==> src/rtl/cp0_int_ctrl_pkg.sv <==
// Shared CP0 definitions: Cause.IP bit layout, timer IP default,
// CP0 register numbers used by the MTC0/MFC0 decoder, and the
// Cause.IP composition helper.
package cp0_int_ctrl_pkg;

    // Cause.IP bit positions
    localparam int unsigned IP_SW0 = 0;
    localparam int unsigned IP_SW1 = 1;
    localparam int unsigned IP_HW0 = 2;
    localparam int unsigned IP_HW1 = 3;
    localparam int unsigned IP_HW2 = 4;
    localparam int unsigned IP_HW3 = 5;
    localparam int unsigned IP_HW4 = 6;
    localparam int unsigned IP_HW5 = 7;

    // Cause.IP bit that carries the timer interrupt by default
    localparam int unsigned TIMER_IP_DEFAULT = IP_HW5;

    // CP0 register numbers owned by the interrupt controller
    typedef logic [4:0] cp0_reg_t;
    localparam cp0_reg_t CP0_REG_COUNT   = 5'd9;
    localparam cp0_reg_t CP0_REG_COMPARE = 5'd11;
    localparam cp0_reg_t CP0_REG_CAUSE   = 5'd13;

    // Cause.IP = {hw_ip, sw_ip} with the timer pending bit ORed into timer_ip
    function automatic logic [7:0] cause_compose(input logic [1:0]  sw,
                                                 input logic [5:0]  hw,
                                                 input logic        tp,
                                                 input int unsigned timer_ip);
        logic [7:0] ip;
        ip = {hw, sw};
        ip = ip | (8'(tp) << timer_ip);
        return ip;
    endfunction

endpackage

==> src/rtl/cp0_int_ctrl_if.sv <==
// CP0 <-> interrupt controller signal bundle. The master side is the
// CP0 register file / status logic, the slave side is cp0_int_ctrl.
interface cp0_int_ctrl_if;

    logic [5:0]  hw_int_in;
    logic        sw_ip_we;
    logic [1:0]  sw_ip_wdata;
    logic        count_we;
    logic [31:0] count_wdata;
    logic        compare_we;
    logic [31:0] compare_wdata;
    logic [7:0]  status_im;
    logic        status_ie;
    logic        status_exl;
    logic        status_erl;
    logic        int_taken;

    logic [31:0] count_out;
    logic [31:0] compare_out;
    logic [7:0]  cause_ip;
    logic        timer_pending;
    logic [7:0]  interrupt_flags;
    logic        allow_int;

    modport master (
        output hw_int_in, sw_ip_we, sw_ip_wdata, count_we, count_wdata,
               compare_we, compare_wdata, status_im, status_ie,
               status_exl, status_erl, int_taken,
        input  count_out, compare_out, cause_ip, timer_pending,
               interrupt_flags, allow_int
    );

    modport slave (
        input  hw_int_in, sw_ip_we, sw_ip_wdata, count_we, count_wdata,
               compare_we, compare_wdata, status_im, status_ie,
               status_exl, status_erl, int_taken,
        output count_out, compare_out, cause_ip, timer_pending,
               interrupt_flags, allow_int
    );

endinterface

==> src/rtl/cp0_int_ctrl_int_sync_bit.sv <==
// Single-bit multi-flop synchroniser for an asynchronous level input.
// STAGES must be at least 2.
module int_sync_bit #(
    parameter int unsigned STAGES = 2
) (
    input  logic clk_i,
    input  logic rst_i,
    input  logic d_i,
    output logic q_o
);

    logic [STAGES-1:0] sync_q;
    logic [STAGES-1:0] sync_d;

    // shift the raw level one flop deeper each cycle
    always_comb begin
        sync_d = {sync_q[STAGES-2:0], d_i};
    end

    // synchroniser flops
    always_ff @(posedge clk_i or posedge rst_i) begin
        if (rst_i) begin
            sync_q <= '0;
        end else begin
            sync_q <= sync_d;
        end
    end

    assign q_o = sync_q[STAGES-1];

endmodule

==> src/rtl/cp0_int_ctrl.sv <==
// CP0 interrupt source controller: hardware interrupt synchronisers,
// Count/Compare timer, Cause.IP software bits, and the registered
// interrupt_flags / allow_int qualifiers for the MM-stage exception unit.
module cp0_int_ctrl
    import cp0_int_ctrl_pkg::*;
#(
    parameter int unsigned SYNC_STAGES = 2,
    parameter int unsigned COUNT_DIV   = 2,
    parameter int unsigned TIMER_IP    = TIMER_IP_DEFAULT
) (
    input  logic          clk,
    input  logic          rst,
    cp0_int_ctrl_if.slave bus
);

    localparam logic [3:0] PRESC_LAST = 4'(COUNT_DIV - 1);

    logic [5:0]  hw_ip;

    logic [3:0]  presc_q,   presc_d;
    logic [31:0] count_q,   count_d;
    logic [31:0] compare_q, compare_d;
    logic [1:0]  sw_ip_q,   sw_ip_d;
    logic        eq_q,      eq_d;
    logic        tp_q,      tp_d;
    logic        holdoff_q, holdoff_d;
    logic [7:0]  flags_q,   flags_d;
    logic        allow_q,   allow_d;
    logic        inc;
    logic [7:0]  cause;

    for (genvar g = 0; g < 6; g++) begin : g_sync
        int_sync_bit #(
            .STAGES (SYNC_STAGES)
        ) u_sync (
            .clk_i (clk),
            .rst_i (rst),
            .d_i   (bus.hw_int_in[g]),
            .q_o   (hw_ip[g])
        );
    end

    // next-state for timer, software IP bits, holdoff and output qualifiers
    always_comb begin
        inc     = (presc_q == PRESC_LAST);
        count_d = count_q;
        presc_d = presc_q + 4'd1;
        if (bus.count_we) begin
            count_d = bus.count_wdata;
            presc_d = '0;
        end else if (inc) begin
            count_d = count_q + 32'd1;
            presc_d = '0;
        end

        compare_d = bus.compare_we ? bus.compare_wdata : compare_q;

        // Match is flagged only when Count actually changes, against the old
        // Compare; the pending set lands one cycle later. A Compare write in
        // either cycle suppresses the set so the clear always wins.
        eq_d = (bus.count_we | inc) & (count_d == compare_q) & ~bus.compare_we;
        tp_d = bus.compare_we ? 1'b0 : (tp_q | eq_q);

        sw_ip_d   = bus.sw_ip_we ? bus.sw_ip_wdata : sw_ip_q;
        holdoff_d = bus.int_taken;

        cause   = cause_compose(sw_ip_q, hw_ip, tp_q, TIMER_IP);
        flags_d = cause & bus.status_im;
        allow_d = bus.status_ie & ~bus.status_exl & ~bus.status_erl & ~holdoff_q;
    end

    // controller state registers
    always_ff @(posedge clk or posedge rst) begin
        if (rst) begin
            presc_q   <= '0;
            count_q   <= '0;
            compare_q <= '0;
            sw_ip_q   <= '0;
            eq_q      <= 1'b0;
            tp_q      <= 1'b0;
            holdoff_q <= 1'b0;
            flags_q   <= '0;
            allow_q   <= 1'b0;
        end else begin
            presc_q   <= presc_d;
            count_q   <= count_d;
            compare_q <= compare_d;
            sw_ip_q   <= sw_ip_d;
            eq_q      <= eq_d;
            tp_q      <= tp_d;
            holdoff_q <= holdoff_d;
            flags_q   <= flags_d;
            allow_q   <= allow_d;
        end
    end

    assign bus.count_out       = count_q;
    assign bus.compare_out     = compare_q;
    assign bus.cause_ip        = cause;
    assign bus.timer_pending   = tp_q;
    assign bus.interrupt_flags = flags_q;
    assign bus.allow_int       = allow_q;

endmodule

==> src/flat_wrapper.sv <==
// flat-port wrapper written by rule: the top's interface ports become plain ports
module cp0_int_ctrl_flat import cp0_int_ctrl_pkg::*;
#(
    parameter int unsigned SYNC_STAGES = 2,
    parameter int unsigned COUNT_DIV   = 2,
    parameter int unsigned TIMER_IP    = TIMER_IP_DEFAULT
)
  (clk, rst, bus_hw_int_in, bus_sw_ip_we, bus_sw_ip_wdata, bus_count_we, bus_count_wdata, bus_compare_we, bus_compare_wdata, bus_status_im, bus_status_ie, bus_status_exl, bus_status_erl, bus_int_taken, bus_count_out, bus_compare_out, bus_cause_ip, bus_timer_pending, bus_interrupt_flags, bus_allow_int);
  cp0_int_ctrl_if bus_i ();
  input  logic clk;
  input  logic rst;
  input wire logic [$bits(bus_i.hw_int_in)-1:0] bus_hw_int_in;
  input wire logic [$bits(bus_i.sw_ip_we)-1:0] bus_sw_ip_we;
  input wire logic [$bits(bus_i.sw_ip_wdata)-1:0] bus_sw_ip_wdata;
  input wire logic [$bits(bus_i.count_we)-1:0] bus_count_we;
  input wire logic [$bits(bus_i.count_wdata)-1:0] bus_count_wdata;
  input wire logic [$bits(bus_i.compare_we)-1:0] bus_compare_we;
  input wire logic [$bits(bus_i.compare_wdata)-1:0] bus_compare_wdata;
  input wire logic [$bits(bus_i.status_im)-1:0] bus_status_im;
  input wire logic [$bits(bus_i.status_ie)-1:0] bus_status_ie;
  input wire logic [$bits(bus_i.status_exl)-1:0] bus_status_exl;
  input wire logic [$bits(bus_i.status_erl)-1:0] bus_status_erl;
  input wire logic [$bits(bus_i.int_taken)-1:0] bus_int_taken;
  output wire logic [$bits(bus_i.count_out)-1:0] bus_count_out;
  output wire logic [$bits(bus_i.compare_out)-1:0] bus_compare_out;
  output wire logic [$bits(bus_i.cause_ip)-1:0] bus_cause_ip;
  output wire logic [$bits(bus_i.timer_pending)-1:0] bus_timer_pending;
  output wire logic [$bits(bus_i.interrupt_flags)-1:0] bus_interrupt_flags;
  output wire logic [$bits(bus_i.allow_int)-1:0] bus_allow_int;
  assign bus_i.hw_int_in = bus_hw_int_in;
  assign bus_i.sw_ip_we = bus_sw_ip_we;
  assign bus_i.sw_ip_wdata = bus_sw_ip_wdata;
  assign bus_i.count_we = bus_count_we;
  assign bus_i.count_wdata = bus_count_wdata;
  assign bus_i.compare_we = bus_compare_we;
  assign bus_i.compare_wdata = bus_compare_wdata;
  assign bus_i.status_im = bus_status_im;
  assign bus_i.status_ie = bus_status_ie;
  assign bus_i.status_exl = bus_status_exl;
  assign bus_i.status_erl = bus_status_erl;
  assign bus_i.int_taken = bus_int_taken;
  assign bus_count_out = bus_i.count_out;
  assign bus_compare_out = bus_i.compare_out;
  assign bus_cause_ip = bus_i.cause_ip;
  assign bus_timer_pending = bus_i.timer_pending;
  assign bus_interrupt_flags = bus_i.interrupt_flags;
  assign bus_allow_int = bus_i.allow_int;
  cp0_int_ctrl #(.SYNC_STAGES(SYNC_STAGES), .COUNT_DIV(COUNT_DIV), .TIMER_IP(TIMER_IP)) u_core (.clk(clk), .rst(rst), .bus(bus_i));
endmodule
==> config.mk <==
export PLATFORM = sky130hd
export DESIGN_NAME = cp0_int_ctrl_flat
export DESIGN_NICKNAME = d
export VERILOG_FILES = /design/src/rtl/cp0_int_ctrl_pkg.sv /design/src/rtl/cp0_int_ctrl_if.sv /design/src/rtl/cp0_int_ctrl_int_sync_bit.sv /design/src/rtl/cp0_int_ctrl.sv /design/src/flat_wrapper.sv
export SDC_FILE = /design/constraint.sdc
export NUM_CORES = 1
export LEC_CHECK = 0
export ABC_AREA = 1
export BUFFER_PORTS_ARGS = -buffer_cell sky130_fd_sc_hd__clkbuf_2
export CORE_AREA = 3 3 96 116
export CTS_CLUSTER_SIZE = 8
export DETAILED_ROUTE_END_ITERATION = 16
export DIE_AREA = 0 0 99 119
export PLACE_DENSITY = 0.9
export SYNTH_ARGS = -nofsm -noshare
export SYNTH_HDL_FRONTEND = slang
export SYNTH_SLANG_ARGS = --single-unit
==> constraint.sdc <==
create_clock -name clk -period 3.9 [get_ports clk]
set_clock_uncertainty 0.1 [all_clocks]
set_input_delay 0.975 -clock clk [delete_from_list [all_inputs] [get_ports clk]]
set_output_delay 0.975 -clock clk [all_outputs]
set_load 0.01 [all_outputs]
==> results of run 1 <==
## per-layer routing
layer	GRT usage [%]	part of all wire, %
met3	5.51	6.6
met4	12.2	4.0
met5	0	0
met2	41.3	49
met1	30.0	40
## worst max-delay path, cell delays in order
cell and delay [ps]:
clkbuf_2 150, inv_1 440, buf_12 290, or2_2 150
nand2_1 50, inv_1 70, nor2_1 40, nor2_1 110
nand3_1 100, nor2_1 140, nand2_1 60, nor2_1 90
nand3_1 90, nor2_1 130
## how the worst max path moves through the flow
stage | end | cells after the start | start
2_1_floorplan | u_core.bus.allow_int | 1 | rst
3_3_place_gp | u_core.eq_q | 14 | bus_count_we
3_5_place_dp | u_core.eq_q | 14 | bus_count_we
4_1_cts | u_core.eq_q | 14 | bus_count_we
5_1_grt | u_core.eq_q | 14 | bus_count_we
6_report | u_core.eq_q | 14 | bus_count_we
## metrics by stage
| step | worst slack, ps | instances | hold slack, ps | utilization (%) | area [um^2] |
|---|---|---|---|---|---|
| 2_1_floorplan | 376 | 708 | 231 | - | 5110 |
| 3_3_place_gp | 1010 | 990 | 233 | 60.4 | 6070 |
| 3_5_place_dp | 874 | 990 | 239 | 60.4 | 6070 |
| 4_1_cts | 1200 | 1006 | 255 | 63.8 | 6420 |
| 5_1_grt | 945 | 1006 | 259 | 63.8 | 6420 |
| 6_report | 1150 | 1006 | 250 | 63.8 | 6420 |
## power by group
group	total (mW)	internal, mW	switching, mW	leakage, nW
combinational	0.509	0.194	0.315	2.31
sequential	1.14	1.05	0.0854	1.12
clock	1.01	0.629	0.381	0.170
total	2.66	1.88	0.782	3.60
## cells in the final DEF, fill, tap and decap left out
master	n
bufinv_16	3
inv_6	2
inv_4	1
o21ai_1	5
nor2_4	5
nand2_1	218
mux2_2	6
nand3_1	78
or2_2	25
clkinv_2	2
nor3_2	1
nand2_4	1
a21oi_1	3
nand4_1	5
o21ai_0	37
clkbuf_2	170
nand3b_1	10
o21a_1	1
buf_4	3
o211ai_1	3
inv_1	111
buf_12	1
clkbuf_16	9
nor4_1	1
nor3_1	2
or2_0	1
xnor2_1	1
nand2_2	2
nor2_1	72
xor2_1	2
dfrtp_1	94
inv_2	2
ha_1	3
## layout make-up
| type | count | share of cell area (%) |
|---|---|---|
| inverters | 114 | 6.71 |
| repair buffers | 174 | 13.9 |
| flip-flops and latches | 94 | 36.7 |
| clock inverters | 7 | 1.83 |
| clock buffers | 9 | 3.51 |
| multi-input cells | 482 | 34.9 |
| well taps | 126 | 2.46 |
## registers in the layout, indices dropped and copies added, names as in the netlist
signal                       count
u_core.presc_q                   4
u_core.g_sync.u_sync.sync_q     12
u_core.holdoff_q                 1
u_core.eq_q                      1
u_core.bus.timer_pending         1
u_core.bus.interrupt_flags       8
u_core.bus.allow_int             1
u_core.sw_ip_q                   2
u_core.bus.count_out            32
u_core.bus.compare_out          32
## cell families (layout without fill, tap and decap cells)
| kind of cell | count (synthesis) | after routing | share of synthesized area, % |
|---|---|---|---|
| and+or+nand+nor | 421 | 421 | 36.3 |
| buffers and inverters | 132 | 304 | 10.1 |
| DFF | 94 | 94 | 46.0 |
| AOI/OAI and AO/OA | 49 | 49 | 5.00 |
| muxes | 6 | 6 | 1.32 |
| adders and majority gates | 3 | 3 | 0.735 |
| xor gates and xnor gates | 3 | 3 | 0.514 |
==> flow_summary_export.csv, run 1 <==
group,metric,value,unit
synth,synth-seq-cells,94,
synth,synth.distinct_cells,28,
synth,syn-instance-count,708,
grt,grt_pass1_wl,23000,um
floorplan,dieArea,11800,um^2
placement,hpwl,11400,um
route,dr.pass1.iters,5,
power,ir_worst_vdd,299,uV
finish,layout-drive-gt1-share,26.5,%
route,drt-initial-drc-count,382,
route,vias,5144,
synth,synth_edf_count,0,
timing,tightest_slew,875,ps
timing,period_minus_slack,2750,ps
setup_path,crit_required,4060,ps
setup_path,critPathLaunchType,"primary input",
synth,synth-main-ff-cell,"dfrtp_1",
route,wl_per_cell,14.4,um
setup_path,worst-r2r-setup-slack,1370,ps
synth,syn-cell-area,5110,um^2
timing,finalSetupViolCount,0,
timing,slew_violations,0,
clocking,clock-sinks,94,
synth,yosysSeqAreaShare,46.0,%
finish,antenna_cells,0,
route,wl,14500,um
placement,gp_congestion,0.955,
grt,antenna_found_initial,0,
synth,synth.most_common_cell,"nand2_1",
floorplan,start_util,50.8,%
finish,regArea,2350,um^2
floorplan,rows,40,
route,drc,0,
clocking,cts_tree,"yes",
flow_run,drv_cap,0,
synth,synth.area.top_cells,"dfrtp_1, nand2_1, inv_1, nand3_1, nor2_1",
worst_hold_path,hold_path_depth,0,
synth,syn_nets,800,
floorplan,design.core.area,10100,um^2
finish,multiInputGateArea,2240,um^2
clocking,postCtsSetupBuffers,0,
worst_hold_path,hp-class,"reg -> reg",
clocking,worstSkewPairLatency,340,ps
clocking,numCtsBuffers,9,
finish,area_growth_syn_to_layout,25.6,%
finish,fillers,874,
clocking,ctsResizeCount,0,
timing,hold_viol,0,
power,total_power,2.66,mW
grt,track_usage,24.8,%
timing,finalSetupTns,0,ps
status,outcome,"complete, no violations",
route,viasPerCell,5.11,
synth,syn_area_per_cell,7.22,um^2
timing,max_slew_margin,41.7,%
route,drtAntennaViolNets,0,
setup_path,end_kind,"flip-flop",
clocking,cts_max_path_buffers,2,
setup_path,critPathMaxFanout,45,
finish,nets,967,
floorplan,die-height,119,um
synth,synth_top_cell_by_area,"dfrtp_1",
floorplan,die_x,99,um
power,p_leak,3.60,nW
grt,grt_pass1_vias,4928,
grt,grt_max_degree,73,
timing,rsz0062_at_grt,"false",
setup_path,r2r-start,"u_core.presc_q[1]",
placement,numPortBuffers,170,
synth,synthTopCellsByCount,"nand2_1, inv_1, dfrtp_1, nand3_1, nor2_1",
clocking,htreeDepth,3,
worst_hold_path,hold_end,"u_core.g_sync[2].u_sync.sync_q[1]",
clocking,clkTransAtPathRegs,60,ps
synth,synth.top_cell.area_share,46.0,%
timing,max_freq,364,MHz
setup_path,cp.arrival,2910,ps
synth,ys.warnings.count,0,
setup_path,critPathKind,"in -> reg",
setup_path,reg2reg_depth,16,
timing,fin_crit_sh,70.4,%
floorplan,io_pins,171,
synth,async_reset_ff_share,100,%
clocking,hold_buffers,0,
grt,grt_overflow,0,
setup_path,r2r_end,"u_core.eq_q",
worst_hold_path,hp-start,"u_core.g_sync[2].u_sync.sync_q[0]",
clocking,cts-root-buf,"clkbuf_16",
power,power-per-cell-area,414,nW/um^2
Note: power is estimated with default switching activity, not from simulation.
==> run 2: changes to the inputs <==
CORE_AREA = 3 3 101 122   (was 3 3 96 116)
DIE_AREA = 0 0 104 125   (was 0 0 99 119)
PLACE_DENSITY = 0.86   (was 0.9)
clock period = 2.4 ns   (was 3.9 ns; I/O delays follow)
==> run 2 against run 1 <==
First-iteration DRC count down 2.9%. Highest routed layer unchanged. Worst hold slack worse by 55 ps. Final area up 2.2%. Critical endpoint unchanged. Largest cell class unchanged. Non-clock buffer count up 9. Core utilization down 4.9 points. Critical path depth up 1. Clock power up 39%.
==> flow_summary_export.csv, run 2 (synthesized netlist as in run 1, its figures left out) <==
group,metric,value,unit
clocking,numCtsBuffers,9,
grt,grt_max_degree,62,
power,total_power,4.12,mW
grt,track_usage,22.5,%
route,dr.pass1.iters,6,
setup_path,critPathLaunchType,"flip-flop",
grt,grt_pass1_vias,4984,
timing,period_minus_slack,2290,ps
timing,finalSetupTns,0,ps
timing,tightest_slew,547,ps
route,vias,5100,
timing,hold_slack,196,ps
route,wl_per_cell,14.0,um
timing,max_slew_margin,63.5,%
clocking,cts_tree,"yes",
power,power-per-cell-area,628,nW/um^2
worst_hold_path,hp-class,"in -> async",
setup_path,r2r-start,"u_core.bus.count_out[1]",
clocking,hold_buffers,0,
setup_path,critPathLaunch,"u_core.bus.count_out[1]",
floorplan,die-height,125,um
clocking,clkTransAtPathRegs,70,ps
power,switching_share,30.5,%
placement,numPortBuffers,170,
floorplan,start_util,45.9,%
route,drt-initial-drc-count,371,
finish,final_common_cell,"nand2_1",
power,internal-power,2.86,mW
clocking,clock-sinks,94,
finish,mostFrequentLayoutCells,"nand2_1, clkbuf_2, inv_1",
power,p_switching,1.26,mW
clocking,worstSkewPairLatency,340,ps
flow_run,drv_cap,0,
clocking,cts_max_path_buffers,2,
power,ir_worst_vdd,424,uV
setup_path,end_kind,"flip-flop",
setup_path,critPathMaxFanout,4,
setup_path,critPathKind,"reg -> reg",
clocking,cts-root-buf,"clkbuf_16",
grt,antenna_found_initial,0,
floorplan,design.core.area,11100,um^2
placement,gp_congestion,0.905,
timing,fin_crit_sh,95.3,%
timing,finalSetupViolCount,0,
route,drtAntennaViolNets,0,
route,viasPerCell,4.89,
setup_path,crit_required,2570,ps
setup_path,worst-r2r-setup-slack,110,ps
power,seqPwrFrac,45.1,%
status,outcome,"complete, no violations",
floorplan,die_x,104,um
power,clkPwrFrac,33.9,%
finish,area_growth_syn_to_layout,28.4,%
route,wl,14600,um
timing,slew_violations,0,
power,p_comb_share,21.0,%
timing,hold_viol,0,
grt,grt_pass1_wl,23500,um
floorplan,io_pins,171,
placement,hpwl,11700,um
clocking,htreeDepth,3,
finish,nets,976,
setup_path,cp.arrival,2460,ps
finish,regArea,2350,um^2
floorplan,rows,42,
finish,antenna_cells,0,
finish,layout-drive-gt1-share,28.2,%
grt,grt_overflow,0,
setup_path,r2r_end,"u_core.eq_q",
power,p_leak,3.63,nW
timing,max_freq,437,MHz
finish,multiInputGateArea,2290,um^2
floorplan,dieArea,13000,um^2
route,drc,0,
setup_path,reg2reg_depth,15,
finish,fillers,1046,
==> run 2: cell count changes in the layout (fill, tap and decap cells not counted), sizes merged <==
cell	previous run	this run
buf	4	13
clkinvlp	0	3
bufinv	3	1
inv	116	114
clkbuf	179	180
clkinv	2	1
==> run 2: worst max-delay path: stages, from the launching register on <==
cell and delay, ps:
dfrtp_1 390, ha_1 220, nand3_1 150, inv_1 130, nand2_1 80, nor2_1 130, nand2_1 90, o21ai_0 160
nand3_1 90, o21ai_0 160, inv_1 110, nand2_1 80, nand3_1 60, nor2_1 140, nand2_1 60, nor2_1 90
==> run 2: per-stage QoR <==
stage / cells / area [um^2] / utilization (%) / setup WS [ps]
2_1_floorplan: 708 / 5110 / - / 435
3_3_place_gp: 1026 / 6220 / 55.8 / 161
3_5_place_dp: 1026 / 6220 / 55.8 / 125
4_1_cts: 1041 / 6510 / 58.4 / 115
5_1_grt: 1042 / 6560 / 58.9 / -30.3
6_report: 1042 / 6560 / 58.9 / 112
==> run 2: cell type report <==
cell class / instances / share of cell area, %
Tap cell: 154 / 2.94
Timing Repair Buffer: 183 / 15.4
Clock buffer: 10 / 3.49
Clock inverter: 5 / 0.896
Sequential cell: 94 / 35.9
Inverter: 114 / 6.58
Multi-Input combinational cell: 482 / 34.8
==> run 2: worst max path at each step <==
stage / to / slack (ps) / cells after the start
global placement: u_core.eq_q / 160 / 13
global route: u_core.eq_q / -30 / 15
CTS: u_core.eq_q / 110 / 15
floorplan: u_core.eq_q / 440 / 15
detailed placement: u_core.eq_q / 130 / 15
finish: u_core.eq_q / 110 / 15
==> run 2: what timing repair did <==
item	in CTS	in global routing
setup buffers	0	1
setup endpoints to repair	0	1
endpoints found under the hold margin	0	0
gates resized for setup	0	13
==> run 2: power groups by stage <==
stage	registers [mW]	clock network, mW	logic (mW)
after global routing	1.88	1.49	0.970
after CTS	1.85	1.42	0.851
after floorplan	1.90	0	0.453
after global placement	1.87	0	0.831
after detailed placement	1.88	0	0.847
final	1.86	1.40	0.865
==> run 2: layer usage <==
| metal | share of wire (%) | wire length (um) | track usage, % | vias to the layer above |
|---|---|---|---|---|
| li1 | - | - | - | 2542 |
| met5 | 0 | 0 | 0 | - |
| met1 | 39 | 5730 | 26.8 | 2339 |
| met4 | 3.6 | 518 | 10.3 | 0 |
| met3 | 7.0 | 1020 | 5.10 | 43 |
| met2 | 50 | 7290 | 38.8 | 176 |
==> run 3: changes to the inputs <==
--- a/config.mk
+++ b/config.mk
@@ -8,9 +8,9 @@
 export ABC_AREA = 1
 export BUFFER_PORTS_ARGS = -buffer_cell sky130_fd_sc_hd__clkbuf_2
-export CORE_AREA = 3 3 101 122
+export CORE_AREA = 3 3 108 130
 export CTS_CLUSTER_SIZE = 8
 export DETAILED_ROUTE_END_ITERATION = 16
-export DIE_AREA = 0 0 104 125
-export PLACE_DENSITY = 0.86
+export DIE_AREA = 0 0 111 133
+export PLACE_DENSITY = 0.78
 export SYNTH_ARGS = -nofsm -noshare
 export SYNTH_HDL_FRONTEND = slang
==> constraint.sdc (replaced) <==
create_clock -name clk -period 2.4 [get_ports clk]
set_clock_uncertainty 0.1 [all_clocks]
set_input_delay 0.72 -clock clk [delete_from_list [all_inputs] [get_ports clk]]
set_output_delay 0.72 -clock clk [all_outputs]
set_load 0.01 [all_outputs]
==> run 3 against run 2 <==
Count of clock-buffer cells in the layout increased by 1. Non-clock buffer count increased by 10. Die area increased by 14%. Global-route usage decreased by 2.4 points. Sequential share of layout area decreased by 0.15 points. Worst hold slack improved by 31 ps. Critical path type unchanged.
==> flow_summary_export.csv, run 3 (synthesized netlist as in run 1, its figures left out) <==
group,metric,value,unit
grt,grt_pass1_vias,5014,
floorplan,io_pins,171,
clocking,clkTransAtPathRegs,70,ps
power,ir_worst_vdd,327,uV
placement,numPortBuffers,170,
route,dr_wl_met3,859,um
floorplan,die_x,111,um
setup_path,r2r-start,"u_core.presc_q[1]",
placement,gp_congestion,0.918,
setup_path,critPathMaxFanout,7,
route,viasPerCell,4.72,
route,top_layer,"met4",
worst_hold_path,hp-class,"in -> async",
grt,grt_overflow,0,
route,drc,0,
clocking,htreeDepth,3,
grt,grt_max_degree,83,
floorplan,dieArea,14800,um^2
clocking,cts_tree,"yes",
route,wl_met1,5990,um
clocking,cts_max_path_buffers,2,
status,outcome,"complete, no violations",
timing,period_minus_slack,2220,ps
clocking,cts-root-buf,"clkbuf_16",
clocking,clock-sinks,94,
placement,dpl_cell_area,6260,um^2
finish,layout-drive-gt1-share,29.0,%
setup_path,crit_required,2560,ps
timing,rsz0062_at_grt,"true",
route,wl,14900,um
route,wl_per_cell,14.0,um
flow_run,drv_cap,0,
timing,fin_crit_sh,92.7,%
timing,slew_violations,0,
power,power-per-cell-area,616,nW/um^2
floorplan,design.core.area,12800,um^2
setup_path,worst-r2r-setup-slack,180,ps
timing,hold_slack,226,ps
floorplan,start_util,40.0,%
grt,track_usage,20.2,%
finish,antenna_cells,0,
setup_path,end_kind,"flip-flop",
placement,hpwl,12300,um
finish,multiInputGateArea,2280,um^2
route,wl_met2,7570,um
route,drt-initial-drc-count,244,
route,dr.pass1.iters,5,
clocking,numCtsBuffers,9,
route,vias,5018,
setup_path,r2r_end,"u_core.eq_q",
timing,finalSetupViolCount,0,
floorplan,die-height,133,um
setup_path,reg2reg_depth,16,
clocking,worstSkewPairLatency,340,ps
grt,antenna_found_initial,0,
setup_path,critPathKind,"reg -> reg",
clocking,hold_buffers,0,
finish,fillers,1241,
timing,tightest_slew,438,ps
timing,max_freq,450,MHz
finish,stdcell_area,6600,um^2
finish,regArea,2350,um^2
floorplan,rows,45,
timing,max_slew_margin,70.8,%
grt,grt_pass1_wl,23800,um
finish,final_common_cell,"nand2_1",
timing,hold_viol,0,
setup_path,cp.arrival,2390,ps
route,drtAntennaViolNets,0,
setup_path,critPathLaunchType,"flip-flop",
finish,mostFrequentLayoutCells,"nand2_1, clkbuf_2, inv_1",
power,p_leak,3.67,nW
finish,nets,986,
finish,area_growth_syn_to_layout,29.1,%
run 3: layout make-up:
cell class,count,area share [%]
Sequential cell,94,35.7
Multi-Input combinational cell,482,34.5
Timing Repair Buffer,193,15.9
Inverter,114,6.55
Clock buffer,11,3.68
Tap cell,164,3.11
Clock inverter,5,0.531
run 3: repair_timing:
action	4_1_cts	5_1_grt
resized for setup	0	14
endpoints found under the setup margin	0	1
buffers inserted	0	3
run 3: how the worst max path moves through the flow:
stage	startpoint	slack, ps	cells past startpoint	endpoint
after global placement	bus_count_we	90	13	u_core.eq_q
after CTS	u_core.presc_q[1]	80	16	u_core.eq_q
after floorplan	bus_count_we	320	11	u_core.eq_q
after global routing	u_core.presc_q[1]	-50	16	u_core.eq_q
final	u_core.presc_q[1]	180	16	u_core.eq_q
after detailed placement	bus_count_we	80	13	u_core.eq_q
run 3: critical path, cell delays in order (launching register included):
cell and delay [ps]:
dfrtp_1 400, inv_2 70, ha_4 140, nand2_4 90
buf_4 160, nor2_4 150, nand2_4 80, or2_0 210
nand2_1 110, nand2_2 70, nand2_1 70, nand3_1 80
nor2_1 130, nand2_1 60, nor2_1 80, nand3_1 70
nor2_1 80
run 3: power by group:
part	leakage [nW]	total, mW	internal [mW]	switching [mW]
sequential	1.12	1.85	1.71	0.136
combinational	2.42	0.897	0.365	0.532
clock	0.135	1.31	0.731	0.584
total	3.67	4.06	2.81	1.25
run 3: per-stage QoR:
step	setup slack (ps)	TNS (ps)	power (mW)	cells	utilization, %
floorplan	323	0	2.35	708	-
global placement	91.5	0	2.74	1044	48.9
detailed placement	82.7	0	2.76	1044	48.9
CTS	84.9	0	4.07	1060	51.1
global route	-50.7	-50.7	4.29	1063	51.6
finish	176	0	4.06	1063	51.6
run 3: layer usage:
layer,GRT usage (%),vias up
li1,-,2556
met1,23.7,2288
met2,35.3,142
met3,4.35,32
met4,8.83,0
met5,0,-
